`config.mk`:
```
export PLATFORM = sky130hd
export DESIGN_NAME = mux
export DESIGN_NICKNAME = d
export VERILOG_FILES = /design/src/rtl/mux.sv
export SDC_FILE = /design/constraint.sdc
export NUM_CORES = 1
export LEC_CHECK = 0
export CAP_MARGIN = 40
export CORE_UTILIZATION = 35
export CTS_CLUSTER_DIAMETER = 200
export CTS_CLUSTER_SIZE = 24
export DETAILED_ROUTE_END_ITERATION = 12
export HOLD_SLACK_MARGIN = 0.1
export PLACE_DENSITY = 0.88
export SYNTH_ARGS = -nofsm -noshare
export SYNTH_HDL_FRONTEND = slang
export SYNTH_SLANG_ARGS = --single-unit
```
`constraint.sdc`:
```
create_clock -name i_clk -period 1.88 [get_ports i_clk]
set_input_delay 0.47 -clock i_clk [delete_from_list [all_inputs] [get_ports i_clk]]
set_output_delay 0.47 -clock i_clk [all_outputs]
set_load 0.1 [all_outputs]
```
`src/rtl/mux.sv`:
```
// Four-way data selector with a combinational output and an enable-qualified
// registered copy of the selected data, select code and a capture flag.
module mux #(
  parameter int WIDTH = 8
) (
  input  logic             i_clk,
  input  logic             i_rst,
  input  logic [WIDTH-1:0] i_a,
  input  logic [WIDTH-1:0] i_b,
  input  logic [WIDTH-1:0] i_c,
  input  logic [WIDTH-1:0] i_d,
  input  logic [1:0]       i_sel,
  input  logic             i_en,
  output logic [WIDTH-1:0] o_out,
  output logic [WIDTH-1:0] o_out_q,
  output logic [1:0]       o_sel_q,
  output logic             o_valid_q
);

  logic [WIDTH-1:0] out_c;
  logic [WIDTH-1:0] out_d, out_q;
  logic [1:0]       sel_d, sel_q;
  logic             valid_d, valid_q;

  // An unknown select must propagate as all-X rather than pick an input.
  always_comb begin
    out_c = '0;
    case (i_sel)
      2'd0:    out_c = i_a;
      2'd1:    out_c = i_b;
      2'd2:    out_c = i_c;
      2'd3:    out_c = i_d;
      default: out_c = {WIDTH{1'bx}};
    endcase
  end

  assign o_out = out_c;

  // i_en is a one-sided capture qualifier: a high level on a rising edge
  // loads the register set, and there is no backpressure toward the source.
  always_comb begin
    out_d   = out_q;
    sel_d   = sel_q;
    valid_d = valid_q;
    if (i_en) begin
      out_d   = out_c;
      sel_d   = i_sel;
      valid_d = 1'b1;
    end
  end

  always_ff @(posedge i_clk or posedge i_rst) begin
    if (i_rst) begin
      out_q   <= '0;
      sel_q   <= 2'd0;
      valid_q <= 1'b0;
    end else begin
      out_q   <= out_d;
      sel_q   <= sel_d;
      valid_q <= valid_d;
    end
  end

  assign o_out_q   = out_q;
  assign o_sel_q   = sel_q;
  assign o_valid_q = valid_q;

endmodule

```
==> results.md, run 1 <==
Status:
- The flow did not finish.
- The stage where the flow stopped is clock tree synthesis.
- The first error in the log reads "[ERROR DPL-0033] detailed placement checks failed during check placement".

Synth:
- The number of distinct library cells after synthesis is 14.
- The mean cell area of the mapped netlist is 11.5 um2.
- Sequential cells were found to cover 38.0% of the synthesized design area.
- The top cell type by area accounts for 38.0% of the synthesized area.
- The gate count after technology mapping is 63.
- During synthesis, Yosys emitted a total of 0 warnings.
- The number of storage elements in the synthesis netlist is 11.
- By area the synthesized netlist is led by sky130_fd_sc_hd__dfrtp_1 38%, sky130_fd_sc_hd__mux2i_1 33%, sky130_fd_sc_hd__o221ai_1 9.7%, sky130_fd_sc_hd__nand2b_1 7.8%, sky130_fd_sc_hd__buf_12 2.8%.
- The post-synthesis instance area is 724 um2.
- The cell type with the highest aggregate area in the netlist is sky130_fd_sc_hd__dfrtp_1.
- When the netlist entered floorplanning its net count stood at 100.

Floorplan:
- The horizontal die dimension is 47.5 um.
- The starting density of the core is 36.9%.
- The number of top-level pins is 56.
- The number of placement rows is 16.
- The vertical die dimension is about 47 um.

Place:
- The port buffer count is 55.
- Counting tap cells, the placed design contains a total of 159 instances.
- The post-placement cell area is 1690 um2.
- The pre-CTS worst setup slack is -499 ps.
- The final RePlAce weighted congestion is between 0.7 and 0.8.
- The detailed-placement wirelength estimate is roughly 2400 um.

Clock network:
- The number of buffers inserted to repair setup after CTS is 1.
- After clock tree synthesis, the flow added hold-fix buffers numbering 0.
- The tree is rooted in a sky130_fd_sc_hd__clkbuf_4.
- In this run the number of H-tree levels came out at 1.
- The number of sinks handled by clock tree synthesis is 11.
- The worst-case clock buffer depth is 2.
- After clock tree synthesis, the repair step resized 79 gates.
- The number of clock buffers added by TritonCTS is 3.
## cells by family after synthesis
family | after synthesis | synth area share (%)
compound gates | 9 | 10.4
flops | 11 | 38.0
mux | 25 | 34.7
simple gates | 11 | 9.15
buf+inv | 7 | 7.77
## synth_stat cells
cell type,instances
sky130_fd_sc_hd__nand2b_1,9
sky130_fd_sc_hd__nand2_1,1
sky130_fd_sc_hd__mux2i_1,24
sky130_fd_sc_hd__mux2_2,1
sky130_fd_sc_hd__inv_1,2
sky130_fd_sc_hd__buf_12,1
sky130_fd_sc_hd__buf_4,1
sky130_fd_sc_hd__clkbuf_2,1
sky130_fd_sc_hd__or2_2,1
sky130_fd_sc_hd__dfrtp_1,11
sky130_fd_sc_hd__o221ai_1,8
sky130_fd_sc_hd__buf_6,1
sky130_fd_sc_hd__buf_2,1
sky130_fd_sc_hd__o21ai_0,1
## through the flow
step | util (%) | hold slack, ps | setup TNS (ps)
2_1_floorplan | - | 322 | -982
3_3_place_gp | 86.3 | 527 | -3110
3_5_place_dp | 86.3 | 545 | -4420
==> run 2: changes to the inputs <==
CORE_AREA = 2 2 63 65   (was default)
CORE_UTILIZATION = default   (was 35)
CTS_CLUSTER_DIAMETER = default   (was 200)
CTS_CLUSTER_SIZE = default   (was 24)
DIE_AREA = 0 0 65 67   (was default)
HOLD_SLACK_MARGIN = default   (was 0.1)
PLACE_DENSITY = default   (was 0.88)
PLACE_DENSITY_LB_ADDON = 0.15   (was default)
==> run 2 against run 1 <==
Compared with the run above:
- the run now ends clean
- synthesized cell count stayed put
- synthesized area unchanged
==> results.md, run 2 <==
Synth:
- For this run, the register share of the synthesized area comes to 38.0%.
- By area the synthesized netlist is led by sky130_fd_sc_hd__dfrtp_1 38%, sky130_fd_sc_hd__mux2i_1 33%, sky130_fd_sc_hd__o221ai_1 9.7%, sky130_fd_sc_hd__nand2b_1 7.8%, sky130_fd_sc_hd__buf_12 2.8%.
- Yosys printed 0 warnings.
- Synthesis inferred 11 register bits.
- Of all flip-flops after synthesis, the portion carrying an async set or reset was 100%.
- The portion of synthesized cell area occupied by the leading cell type is 38.0%.
- Ranked by instance count, the synthesized netlist is headed by 24 x sky130_fd_sc_hd__mux2i_1, 11 x sky130_fd_sc_hd__dfrtp_1, 9 x sky130_fd_sc_hd__nand2b_1.
- The flip-flop cell with the highest count after synthesis is sky130_fd_sc_hd__dfrtp_1.
- The dominant cell by count in the synthesized netlist is sky130_fd_sc_hd__mux2i_1.
- In the synthesized netlist, the number of instances is 63.
- The cell type with the highest aggregate area in the netlist is sky130_fd_sc_hd__dfrtp_1.
- The netlist uses 14 different library cells.
- The mean cell area of the mapped netlist is 11.5 um2.
- The synthesized design contains 0 enable-type register cells.
- The number of nets in the synthesized netlist is 100.
- The post-synthesis instance area is 724 um2.

Floorplan:
- The die covers 4360 um2.
- For this design the top-level I/O count stands at 56.
- The vertical die dimension is 67 um.
- The horizontal die dimension is between 60 and 70 um.
- The number of placement rows is 22.
- The starting density of the core is 20.1%.
- The core box area is 3610 um2.

STA:
- The post-route clock period utilization is a little under 100%.
- Based on the critical path, the design can be clocked at up to 538 MHz.
- For the final routed database, the setup TNS stands at 0 ps.
- The max-slew violation count is 0.
- The minimum setup slack in the final design is around 22 ps.
- The worst clock skew is 0 ps.
- The final count of negative-setup-slack endpoints is 0.
- Setup repair after global routing left no endpoint under its margin.
- The final period demand of the worst path is 1860 ps.
- The actual transition at the worst max-transition pin is 433 ps.
- On the final layout, the worst hold slack is roughly 540 ps.
- The worst-case headroom to the max-slew limit is 71.1%.
- The hold violation count in the final report is 0.

Final layout:
- The net count of the finished layout is 181.
- The number of diodes is 0.
- The area growth from synthesis to final layout is 185%.
- After filler insertion, the fill cell instance count of the layout stands at 308.
- The multi-input gate area in the final layout is 693 um2.
- The library cells used most frequently in the layout, excluding fill and tap cells, are 32 x sky130_fd_sc_hd__dlygate4sd2_1, 24 x sky130_fd_sc_hd__mux2i_4, 21 x sky130_fd_sc_hd__buf_4, 21 x sky130_fd_sc_hd__buf_12, 11 x sky130_fd_sc_hd__dfrtp_1.
- Once layout is complete, the cells apart from fillers number 191.
- The number of flip-flops in the largest register is 8.
- The proportion of layout cells with a drive suffix above 1 is 53.8%.
- Summing all flip-flop and latch instances after layout gives 275 um2.
- Leaving out fill and tap cells, the most frequent cell in the layout is sky130_fd_sc_hd__dlygate4sd2_1.

Clock network:
- The worst-case clock buffer depth is 2.
- The depth of the CTS H-tree is 1.
- Hold repair after CTS inserted 0 buffers.
- The register clock-pin slew on the reported worst setup and hold paths is approximately 50 ps.
- CTS placed an instance of sky130_fd_sc_hd__clkbuf_8 at the clock tree root.
- The number of sinks handled by clock tree synthesis is 11.
- The later-pin clock latency in the skew report is between 200 and 250 ps.
- TritonCTS created 3 clock buffers.
- The clock tree from TritonCTS is built.

Power and ir drop:
- Summed over all cells, the static leakage comes to 0.857 nW.
- The maximum ir drop on the vdd rail is 354 uV.
- The power density of the placed cells is 673 nW/um2.
- After layout, the design draws a total of 1.39 mW.

Routing:
- In this run the remaining antenna-violating nets after routing total 0.
- The final layout contains routed wiring with a total length of 2750 um.
- For this run, design rule violations remaining after detail routing come to 0.
- Summing over every cut layer, the via total after detailed routing is 820.
- The detailed router finished its first iteration with 13 violations.
- The routed via count divided by cell count is 4.29.
- After detailed routing, the average wire length per cell comes to 14.4 um.
- The first TritonRoute pass finished after 4 iterations.

Place:
- Including well taps, the total number of placed cells is between 150 and 200.
- The detailed-placement wirelength estimate is 1960 um.
- At the end of routability-driven placement, the weighted congestion stood at a little under 0.7.
- OpenSTA, run right after detailed placement, puts the worst setup slack at -449 ps.
- The port buffer count is 55.

Critical path:
- The launch point of the critical path is i_sel[1].
- The largest single stage delay on the critical path is about 270 ps.
- Measured in cells, the most critical reg-to-reg path has a length of 1.
- The endpoint arrival time on the critical path is 1390 ps.
- In this run the worst path has a maximum fanout of 5.
- The required arrival time at the worst endpoint is 1410 ps.
- The critical setup path kind is in -> out.
- The worst setup path is launched from a primary input.
- The critical path goes through clkdlybuf4s15_2, buf_12, mux2i_4, buf_12.
- Among the stages of the critical path, the cell type that occurs most often is sky130_fd_sc_hd__buf_12.
- The worst register-to-register path begins at o_valid_q.
- The slowest stage of the critical path belongs to the cell sky130_fd_sc_hd__clkdlybuf4s15_2.
- The critical path capture point type is an output pin.

GRT:
- The sum of overflow across all layers after global routing is 0.
- The initial antenna violation count was 0.
- Entering global routing, the biggest net connects 12 pins.
- The number of global-route vias before repair is 912.
- The global routing usage summed across all routing layers is around 14%.
- The wire length of the first global-routing pass is 4550 um.

Job:
- Across the run, the number of max-cap violations was 0.

Worst hold path:
- The classification of the worst-slack hold path is in -> async.

Status:
- The flow ran to the end, and the final reports show no timing, DRC or antenna violations.
==> run 2: cell counts after synthesis <==
Identical to the previous run, type by type.
==> run 2: cells by family (layout without fill, tap and decap cells) <==
family | after synthesis | in the layout | share of synthesized area (%)
compound gates | 9 | 9 | 10.4
mux | 25 | 25 | 34.7
flops | 11 | 11 | 38.0
simple gates | 11 | 11 | 9.15
buf+inv | 7 | 87 | 7.77
==> run 2: final cells by class <==
| cell class | instances | area share (%) |
|---|---|---|
| timing repair buffer | 81 | 47.6 |
| multi-input combinational | 45 | 33.6 |
| sequential | 11 | 13.3 |
| tap | 48 | 2.91 |
| clock buffer | 3 | 2.00 |
| inverter | 2 | 0.363 |
| clock inverter | 1 | 0.242 |
==> run 2: path summary, 6_finish.rpt <==
path / endpoint / slack, ps
max in group asynchronous: o_sel_q[0] / 1040
worst min-delay path: o_out_q[3] / 540
worst max register to register: o_valid_q / 1050
min in group i_clk: o_valid_q / 550
worst max-delay path: o_out[1] / 20
worst min register to register: o_valid_q / 550
==> run 2: where the power goes <==
group / total [mW] / switching, mW / internal, mW
Sequential: 0.292 / 0.0288 / 0.263
Combinational: 0.860 / 0.486 / 0.374
Clock: 0.239 / 0.0932 / 0.146
Total: 1.39 / 0.608 / 0.783
==> run 2: layer usage <==
metal,GRT usage (%),up-vias,wire (um)
met4,2.39,0,0
met2,25.3,36,1430
li1,-,402,-
met1,16.8,382,1090
met5,0,-,0
met3,3.38,0,236
==> run 2: repair_timing <==
action                     in CTS  in global routing
cloned                          3                  0
setup buffers                   0                  2
pin swaps                       0                  0
gates resized for setup        76                  1
setup endpoints to repair       8                  2
==> run 2: per-stage QoR <==
stage	util, %	instance area (um2)
floorplan	-	825
global placement	48.8	1760
detailed placement	48.8	1760
CTS	56.8	2050
global route	57.3	2070
finish	57.3	2070
==> run 2: critical path: cells and delay by family <==
| family | cells | cell delay [ps] |
|---|---|---|
| mux | 1 | 260 |
| buf+inv | 3 | 640 |
No activity file was read; power rests on OpenSTA's default activity.
